[src/rtl/bullet_scheduler.sv]
// Player bullet scheduler: latches fire presses, spawns bullets into the lowest free
// slot on frame ticks subject to a cooldown, and moves/retires bullets in flight.
//
// state | meaning
// FREE  | slot idle, x/y hold last values
// FLY   | bullet in flight, moves up BULL_V per frame_tick
module bullet_scheduler #(
   parameter int NSLOT     = 4,
   parameter int BULL_T    = 464,
   parameter int BULL_V    = 2,
   parameter int TOP_LIMIT = 10,
   parameter int X_OFF     = 3,
   parameter int COOLDOWN  = 8
) (
   input  logic                 clk,
   input  logic                 reset,
   input  logic                 frame_tick,
   input  logic                 fire_n,
   input  logic [10:0]          ship_x,
   input  logic [NSLOT-1:0]     hit,
   output logic [NSLOT-1:0]     slot_active,
   output logic [11*NSLOT-1:0]  bull_x,
   output logic [11*NSLOT-1:0]  bull_y,
   output logic                 fire_grant,
   output logic                 fire_drop,
   output logic                 cooldown_busy
);

   localparam int CW = (COOLDOWN < 1) ? 1 : $clog2(COOLDOWN + 1);

   typedef enum logic {FREE = 1'b0, FLY = 1'b1} slot_state_t;

   slot_state_t       state_q [NSLOT];
   slot_state_t       state_d [NSLOT];
   logic [10:0]       x_q [NSLOT];
   logic [10:0]       x_d [NSLOT];
   logic [10:0]       y_q [NSLOT];
   logic [10:0]       y_d [NSLOT];
   logic              fire_prev;
   logic              pending, pending_d;
   logic [CW-1:0]     cooldown, cooldown_d;
   logic              press, alloc, drop, any_free;
   logic [NSLOT-1:0]  alloc_vec;

   always_comb begin
      press     = fire_prev & ~fire_n;
      alloc_vec = '0;
      any_free  = 1'b0;
      // Eligibility uses registered state, so slots retiring this cycle are not candidates
      for (int i = 0; i < NSLOT; i++) begin
         if (state_q[i] == FREE && !any_free) begin
            alloc_vec[i] = 1'b1;
            any_free     = 1'b1;
         end
      end
      alloc = frame_tick && pending && (cooldown == '0) && any_free;
      drop  = frame_tick && pending && (cooldown == '0) && !any_free;

      pending_d = pending;
      if (alloc || drop)
         pending_d = 1'b0;
      else if (press)
         pending_d = 1'b1;

      cooldown_d = cooldown;
      if (alloc)
         cooldown_d = CW'(COOLDOWN);
      else if (frame_tick && cooldown != '0)
         cooldown_d = cooldown - 1'b1;

      for (int i = 0; i < NSLOT; i++) begin
         state_d[i] = state_q[i];
         x_d[i]     = x_q[i];
         y_d[i]     = y_q[i];
         case (state_q[i])
            FREE: begin
               if (alloc && alloc_vec[i]) begin
                  state_d[i] = FLY;
                  x_d[i]     = ship_x + 11'(X_OFF);
                  y_d[i]     = 11'(BULL_T);
               end
            end
            FLY: begin
               if (hit[i])
                  state_d[i] = FREE;
               else if (frame_tick) begin
                  if (y_q[i] <= 11'(TOP_LIMIT))
                     state_d[i] = FREE;
                  else
                     y_d[i] = y_q[i] - 11'(BULL_V);
               end
            end
            default: state_d[i] = FREE;
         endcase
      end
   end

   always_ff @(posedge clk) begin
      if (reset) begin
         for (int i = 0; i < NSLOT; i++) begin
            state_q[i] <= FREE;
            x_q[i]     <= '0;
            y_q[i]     <= 11'(BULL_T);
         end
         fire_prev     <= 1'b0;
         pending       <= 1'b0;
         cooldown      <= '0;
         fire_grant    <= 1'b0;
         fire_drop     <= 1'b0;
         cooldown_busy <= 1'b0;
      end else begin
         for (int i = 0; i < NSLOT; i++) begin
            state_q[i] <= state_d[i];
            x_q[i]     <= x_d[i];
            y_q[i]     <= y_d[i];
         end
         fire_prev     <= fire_n;
         pending       <= pending_d;
         cooldown      <= cooldown_d;
         fire_grant    <= alloc;
         fire_drop     <= drop;
         cooldown_busy <= (cooldown_d != '0);
      end
   end

   always_comb begin
      for (int i = 0; i < NSLOT; i++) begin
         slot_active[i]     = (state_q[i] == FLY);
         bull_x[11*i +: 11] = x_q[i];
         bull_y[11*i +: 11] = y_q[i];
      end
   end

endmodule
[config.mk]
export PLATFORM = sky130hd
export DESIGN_NAME = bullet_scheduler
export DESIGN_NICKNAME = d
export VERILOG_FILES = /design/src/rtl/bullet_scheduler.sv
export SDC_FILE = /design/constraint.sdc
export NUM_CORES = 1
export LEC_CHECK = 0
export BUFFER_PORTS_ARGS = -buffer_cell sky130_fd_sc_hd__buf_2
export CAP_MARGIN = 20
export CORE_MARGIN = 5
export CORE_UTILIZATION = 46
export DETAILED_ROUTE_END_ITERATION = 7
export PLACE_DENSITY = 0.71
export RECOVER_POWER = 50
export SYNTH_ARGS = -nofsm -noshare
export SYNTH_HDL_FRONTEND = slang
export SYNTH_SLANG_ARGS = --single-unit
[constraint.sdc]
create_clock -name clk -period 2.68 [get_ports clk]
set_input_delay 0.268 -clock clk [delete_from_list [all_inputs] [get_ports clk]]
set_output_delay 0.268 -clock clk [all_outputs]
set_load 0.03 [all_outputs]
==> flow_summary.ini, run 1 <==
[drt]
drc = 0
totalWireLength_mm = 11.03
drt-wirelength-per-cell_um = 14.91
dr.pass1.iters = 4
vias_per_cell = 5.465
ant_nets = 0
drt_iter0_drc = 144
vias = 4044

[critical_path]
cp-startpoint = cooldown[0]$_SDFF_PP0_
cp.required_ns = 2.94
r2r-end = y_q[0][43]$_SDFFE_PP0P_
worstRegToRegCells = 7
cp-end-kind = flop
crit_path_start_kind = flop
critPathKind = flop to flop
cp-endpoint = y_q[0][43]$_SDFFE_PP0P_
arrival_ns = 2.56
critPathMaxFanout = 24
worstReg2RegStart = cooldown[0]$_SDFF_PP0_
rrSetupSlack_ns = 0.38

[finish]
nets = 631
drive_gt1_share_pct = 10.87
area_growth_pct = 15.59
insertedDiodeCount = 0

[synthesis]
synth-compound-area-share_pct = 17.58
synthMuxAreaShare_pct = 1.596
syn_area_sq_um = 4469
synthAdderAreaFrac_pct = 2.800
synth_ff_type = dfxtp_1
synth_top_family_by_area = simple AND/OR/NAND/NOR gates
ys_ff_latch = 97
synth-edff-count = 0
yosysTopAreaCellShare_pct = 43.45
synth_simple_gate_area_share_pct = 24.50
synthCells = 500
synth.largest_area_cell = dfxtp_1
ys_top_cells_by_area = dfxtp_1 43%, a211oi_1 6.7%, nor2_1 6.6%
synth_xor_area_share_pct = 4.115
synthArstFlopShare_pct = 0
seq_area_frac_synth_pct = 43.45
synth_warnings = 0
synth.avg_cell_area_sq_um = 8.939
ys_types = 56

[die]
start_util_pct = 46.37
die_w_um = 108.6
die_area_sq_um = 11790
num_io_pins = 114
core_sq_um = 9639
die_h_um = 108.6
core.rowCount = 36

[clock_network]
clk_path_buf_depth = 2
htreeDepth = 3
cts_resized = 0
clkSlewWorstSetupHoldPaths_ns = 0.10
clock-root-buffer = clkbuf_8
cts_buffers = 9
clock_latency_ns = 0.37
cts_tree = built
numClockSinks = 97
cts_setup_buffers = 0
ctsHoldBuffers = 0

[timing]
skew_ns = 0.01441
timing.fmax_mhz = 435.6
hold_violations = 0
post-route-period-util_pct = 85.67
grt_setup_unrepaired = no
finalSetupViolCount = 0
report.final.slew_viol_count = 0
worst_slack_ns = 0.3842
relSlewSlack_pct = 42.03
whs_ns = 0.1420
worstMarginPinSlew_ns = 0.8696
tns_ns = 0
fin_crit_ns = 2.296

[grt]
antenna_found_initial = 0
met1_usage_pct = 26.05
grt.met2_usage_pct = 28.95
grt_pass1_vias = 3647
grtUsageMet3_pct = 4.418
grt-ovfl-total = 0
grtUsageTotal_pct = 18.87
grt_first_pass_wirelength_mm = 17.62
grt_busiest_layer = met2
grt_max_degree = 45

[job]
drv_cap = 0

[place]
hpwl_mm = 8.157
pre_cts_ws_ns = 0.3927
gp_congestion = 0.8716
io_buffer_count = 109

[power_and_ir_drop]
power_density_nw_per_um2 = 576.6
power.leakage_nw = 1.712
worst_ir_drop_vdd_uv = 257.6
p_total_mw = 2.979

[min_path]
hold_depth = 3
hold_class = input port to flop

[run_status]
status = finished, final reports clean
==> worst max-delay path, stage by stage (launching register included) <==
cell and delay (ns):
dfxtp_1 0.34, inv_1 0.10, ha_1 0.28, or3b_1 0.55
nor4_4 0.29, buf_4 0.30, nor2_1 0.14, and3_1 0.20
==> per-stage QoR <==
stage | utilization, % | instance area, sq um | cells
4_1_cts | 54.79 | 5281 | 740
3_5_place_dp | 52.74 | 5084 | 724
6_report | 53.60 | 5166 | 740
3_3_place_gp | 52.74 | 5084 | 724
2_1_floorplan | - | 4481 | 503
5_1_grt | 53.60 | 5166 | 740
==> cell usage after synthesis, types with 4 or more instances <==
| cell type | n |
|---|---|
| dfxtp_1 | 97 |
| nor2_1 | 79 |
| a211oi_1 | 40 |
| inv_1 | 25 |
| a21oi_1 | 20 |
| xnor2_1 | 20 |
| nand2_1 | 17 |
| o21ai_0 | 14 |
| nand3b_1 | 12 |
| nor3_1 | 12 |
| a31oi_1 | 11 |
| clkbuf_1 | 10 |
| ha_1 | 10 |
| or4_1 | 9 |
| buf_4 | 8 |
| nand3_1 | 8 |
| or2_2 | 8 |
| or3_1 | 8 |
| o31ai_1 | 7 |
| buf_2 | 6 |
| mux2i_1 | 6 |
| nand4_1 | 6 |
| nand4b_1 | 5 |
| nor4_1 | 5 |
| nand2b_1 | 4 |
| o21a_1 | 4 |
| or4b_2 | 4 |
==> cell type report <==
cell class                 count  area, sq um
multi-input combinational    352         2276
clock buffer                  10        137.6
timing repair buffer         117        490.5
fill                         936         4473
inverter                      25        93.84
tap                          133        166.4
sequential                    97         1942
clock inverter                 6        60.06
==> cells in the final DEF, fill, tap and decap left out, types with 5 or more instances in the layout <==
master,count
or2_2,8
o21ai_0,14
nand2_1,17
buf_4,8
nand3_1,8
or3_1,8
buf_2,17
clkbuf_8,10
a21oi_1,20
dfxtp_1,97
ha_1,10
a31oi_1,11
clkbuf_1,92
mux2i_1,6
nor2_1,79
nor3_1,12
a211oi_1,40
nand4b_1,5
nand4_1,6
o31ai_1,7
nand3b_1,12
inv_1,25
nor4_1,5
or4_1,9
xnor2_1,20
==> cells by family after synthesis <==
kind of cell             Yosys count
AND/OR/NAND/NOR                  197
AO/OA/AOI/OAI                    113
flip-flops                        97
buffers and inverters             54
XOR/XNOR                          21
adder cells (fa/ha/maj)           10
multiplexers                       7
other                              1
==> power breakdown <==
group | leakage [nW] | switching [mW] | internal (mW)
Combinational | 0.829 | 0.334 | 0.191
Sequential | 0.783 | 0.0361 | 1.49
Clock | 0.101 | 0.545 | 0.384
==> sequential cells by signal (all words and copies together) (netlist names), 4 cells and up <==
signal    flops
y_q          40
x_q          44
cooldown      4
state_q       4
==> worst min-delay path by stage <==
stage	start	endpoint
finish	fire_n	fire_prev$_SDFF_PP0_
global route	fire_n	fire_prev$_SDFF_PP0_
CTS	fire_n	fire_prev$_SDFF_PP0_
floorplan	fire_n	fire_prev$_SDFF_PP0_
global placement	y_q[0][21]$_SDFFE_PP0P_	y_q[0][21]$_SDFFE_PP0P_
detailed placement	y_q[0][21]$_SDFFE_PP0P_	y_q[0][21]$_SDFFE_PP0P_
==> metal layers <==
metal  share of wire, %  vias up
met5                  0        -
met4                1.0        0
met3                5.2       11
met2                 46      101
met1                 47     1904
li1                   -     2028
(Power assumes the default switching activity.)
==> inputs of run 2 (changes only) <==
--- a/config.mk
+++ b/config.mk
@@ -8,10 +8,10 @@
 export BUFFER_PORTS_ARGS = -buffer_cell sky130_fd_sc_hd__buf_2
 export CAP_MARGIN = 20
 export CORE_MARGIN = 5
-export CORE_UTILIZATION = 46
+export CORE_UTILIZATION = 53
 export DETAILED_ROUTE_END_ITERATION = 7
-export PLACE_DENSITY = 0.71
-export RECOVER_POWER = 50
+export PLACE_DENSITY = 0.8
+export RECOVER_POWER = 25
 export SYNTH_ARGS = -nofsm -noshare
 export SYNTH_HDL_FRONTEND = slang
 export SYNTH_SLANG_ARGS = --single-unit
==> run 2 against run 1 <==
  * Core utilization grew 9.8 points
  * Sequential share of layout area is 0.29 points lower
  * Routed wire length increased by 0.94%
  * Cell area grew 0.78%
  * Combinational power about the same
  * Count of clock-buffer cells in the layout shrank 1
  * First-iteration DRC count grew 17%
  * Fmax is 0.50% lower
  * Global-route usage rose by 2.8 points
  * Worst hold slack improved by 0.0015 ns
  * Critical path type unchanged
  * Largest power group unchanged
==> flow_summary.ini, run 2 (same netlist as run 1, synthesis figures left out) <==
[finish]
insertedDiodeCount = 0
nets = 631
area_growth_pct = 16.49
final_common_cell = dfxtp_1
final_cell_mix = 97 x dfxtp_1, 79 x nor2_1, 62 x buf_2
largest_registers = x_q x44, y_q x40
largest_reg_flops = 44
drive_gt1_share_pct = 18.15
top_register = x_q

[drt]
totalWireLength_mm = 11.14
vias = 4152
drc = 0
drt_iter0_drc = 169
dr.pass1.iters = 4
drt-wirelength-per-cell_um = 15.66
vias_per_cell = 5.840
ant_nets = 0

[clock_network]
cts_tree = built
clock_latency_ns = 0.36
clkSlewWorstSetupHoldPaths_ns = 0.09
clock-root-buffer = clkbuf_8
clk_path_buf_depth = 2
htreeDepth = 3
cts_setup_buffers = 0
cts_buffers = 9
ctsHoldBuffers = 0
cts_resized = 0
numClockSinks = 97

[grt]
grt_first_pass_wirelength_mm = 18.33
grt_pass1_vias = 3998
grtUsageTotal_pct = 21.69
grt_max_degree = 48
grt-ovfl-total = 0
antenna_found_initial = 0

[critical_path]
critPathMaxFanout = 24
crit_buf_inv = 2
cp_cell_sequence = inv_1, ha_1, or3b_1, nor4_4, buf_4, nor2_1, and3_1
worstReg2RegStart = cooldown[0]$_SDFF_PP0_
arrival_ns = 2.56
cp-end-kind = flop
cp.required_ns = 2.94
crit_family = simple AND/OR/NAND/NOR gates
critPathMaxStageDelay_ns = 0.55
crit_path_start_kind = flop
critical_path.slowest_cell = or3b_1
critPathKind = flop to flop
cp-startpoint = cooldown[0]$_SDFF_PP0_

[timing]
finalSetupViolCount = 0
tns_ns = 0
skew_ns = 0.01106
whs_ns = 0.1436
fin_crit_ns = 2.307
worstMarginPinSlew_ns = 0.7748
grt_setup_unrepaired = no
relSlewSlack_pct = 48.34
post-route-period-util_pct = 86.10
hold_violations = 0
timing.fmax_mhz = 433.4
report.final.slew_viol_count = 0

[die]
core_sq_um = 8217
die_h_um = 101.8
die_area_sq_um = 10370
num_io_pins = 114
start_util_pct = 54.39
die_w_um = 101.8
core.rowCount = 33

[run_status]
status = finished, final reports clean

[min_path]
min_from = fire_n
hold_class = input port to flop

[place]
gp_congestion = 0.8914
io_buffer_count = 109
hpwl_mm = 8.222

[power_and_ir_drop]
worst_ir_drop_vdd_uv = 287.4
power.leakage_nw = 1.859
power_density_nw_per_um2 = 592.4

[job]
drv_cap = 0
[run 2: path summary, 6_finish.rpt]
check | to | slack (ns) | cells after the start
hold / removal | fire_prev$_SDFF_PP0_ | 0.14 | 3
setup / recovery | y_q[0][43]$_SDFFE_PP0P_ | 0.37 | 7
hold reg to reg | y_q[0][21]$_SDFFE_PP0P_ | 0.47 | 2
setup reg to reg | y_q[0][43]$_SDFFE_PP0P_ | 0.37 | 7
[run 2: cell type report]
cell class,count,area [sq um]
clock buffer,9,123.9
clock inverter,6,92.59
fill,736,3010
timing repair buffer,117,546.8
inverter,25,93.84
sequential,97,1942
tap,105,131.4
multi-input combinational,352,2276
[run 2: worst reg2reg max path, cell delays in order, from the launching register on]
cell and delay [ns]:
dfxtp_1 0.34, inv_1 0.10, ha_1 0.29, or3b_1 0.55
nor4_4 0.29, buf_4 0.29, nor2_1 0.15, and3_1 0.20
[run 2: where the power goes]
part	switching [mW]	total [mW]	internal [mW]
registers	0.0365	1.52	1.49
logic	0.330	0.522	0.192
clock network	0.512	1.04	0.525
total	0.879	3.08	2.21
[run 2: routing by layer]
metal / GRT usage [%] / share of wire, % / vias to the layer above / routed length, um
met5: 0 / 0 / - / 0
met4: 7.972 / 1.5 / 0 / 163
met3: 4.642 / 7.4 / 15 / 820
li1: - / - / 2020 / -
met1: 27.70 / 43 / 1964 / 4798
met2: 36.27 / 48 / 153 / 5352
[run 2: through the flow]
step                total power [mW]  area [sq um]  std cells  worst slack (ns)  utilization [%]
CTS                            3.109          5265        711            0.3607            64.08
floorplan                      2.006          4481        503            0.4611                -
finish                         3.084          5206        711            0.3726            63.36
global route                   3.229          5206        711            0.1840            63.36
detailed placement             2.084          5049        696            0.3855            61.44
global placement               2.063          5049        696            0.4651            61.44
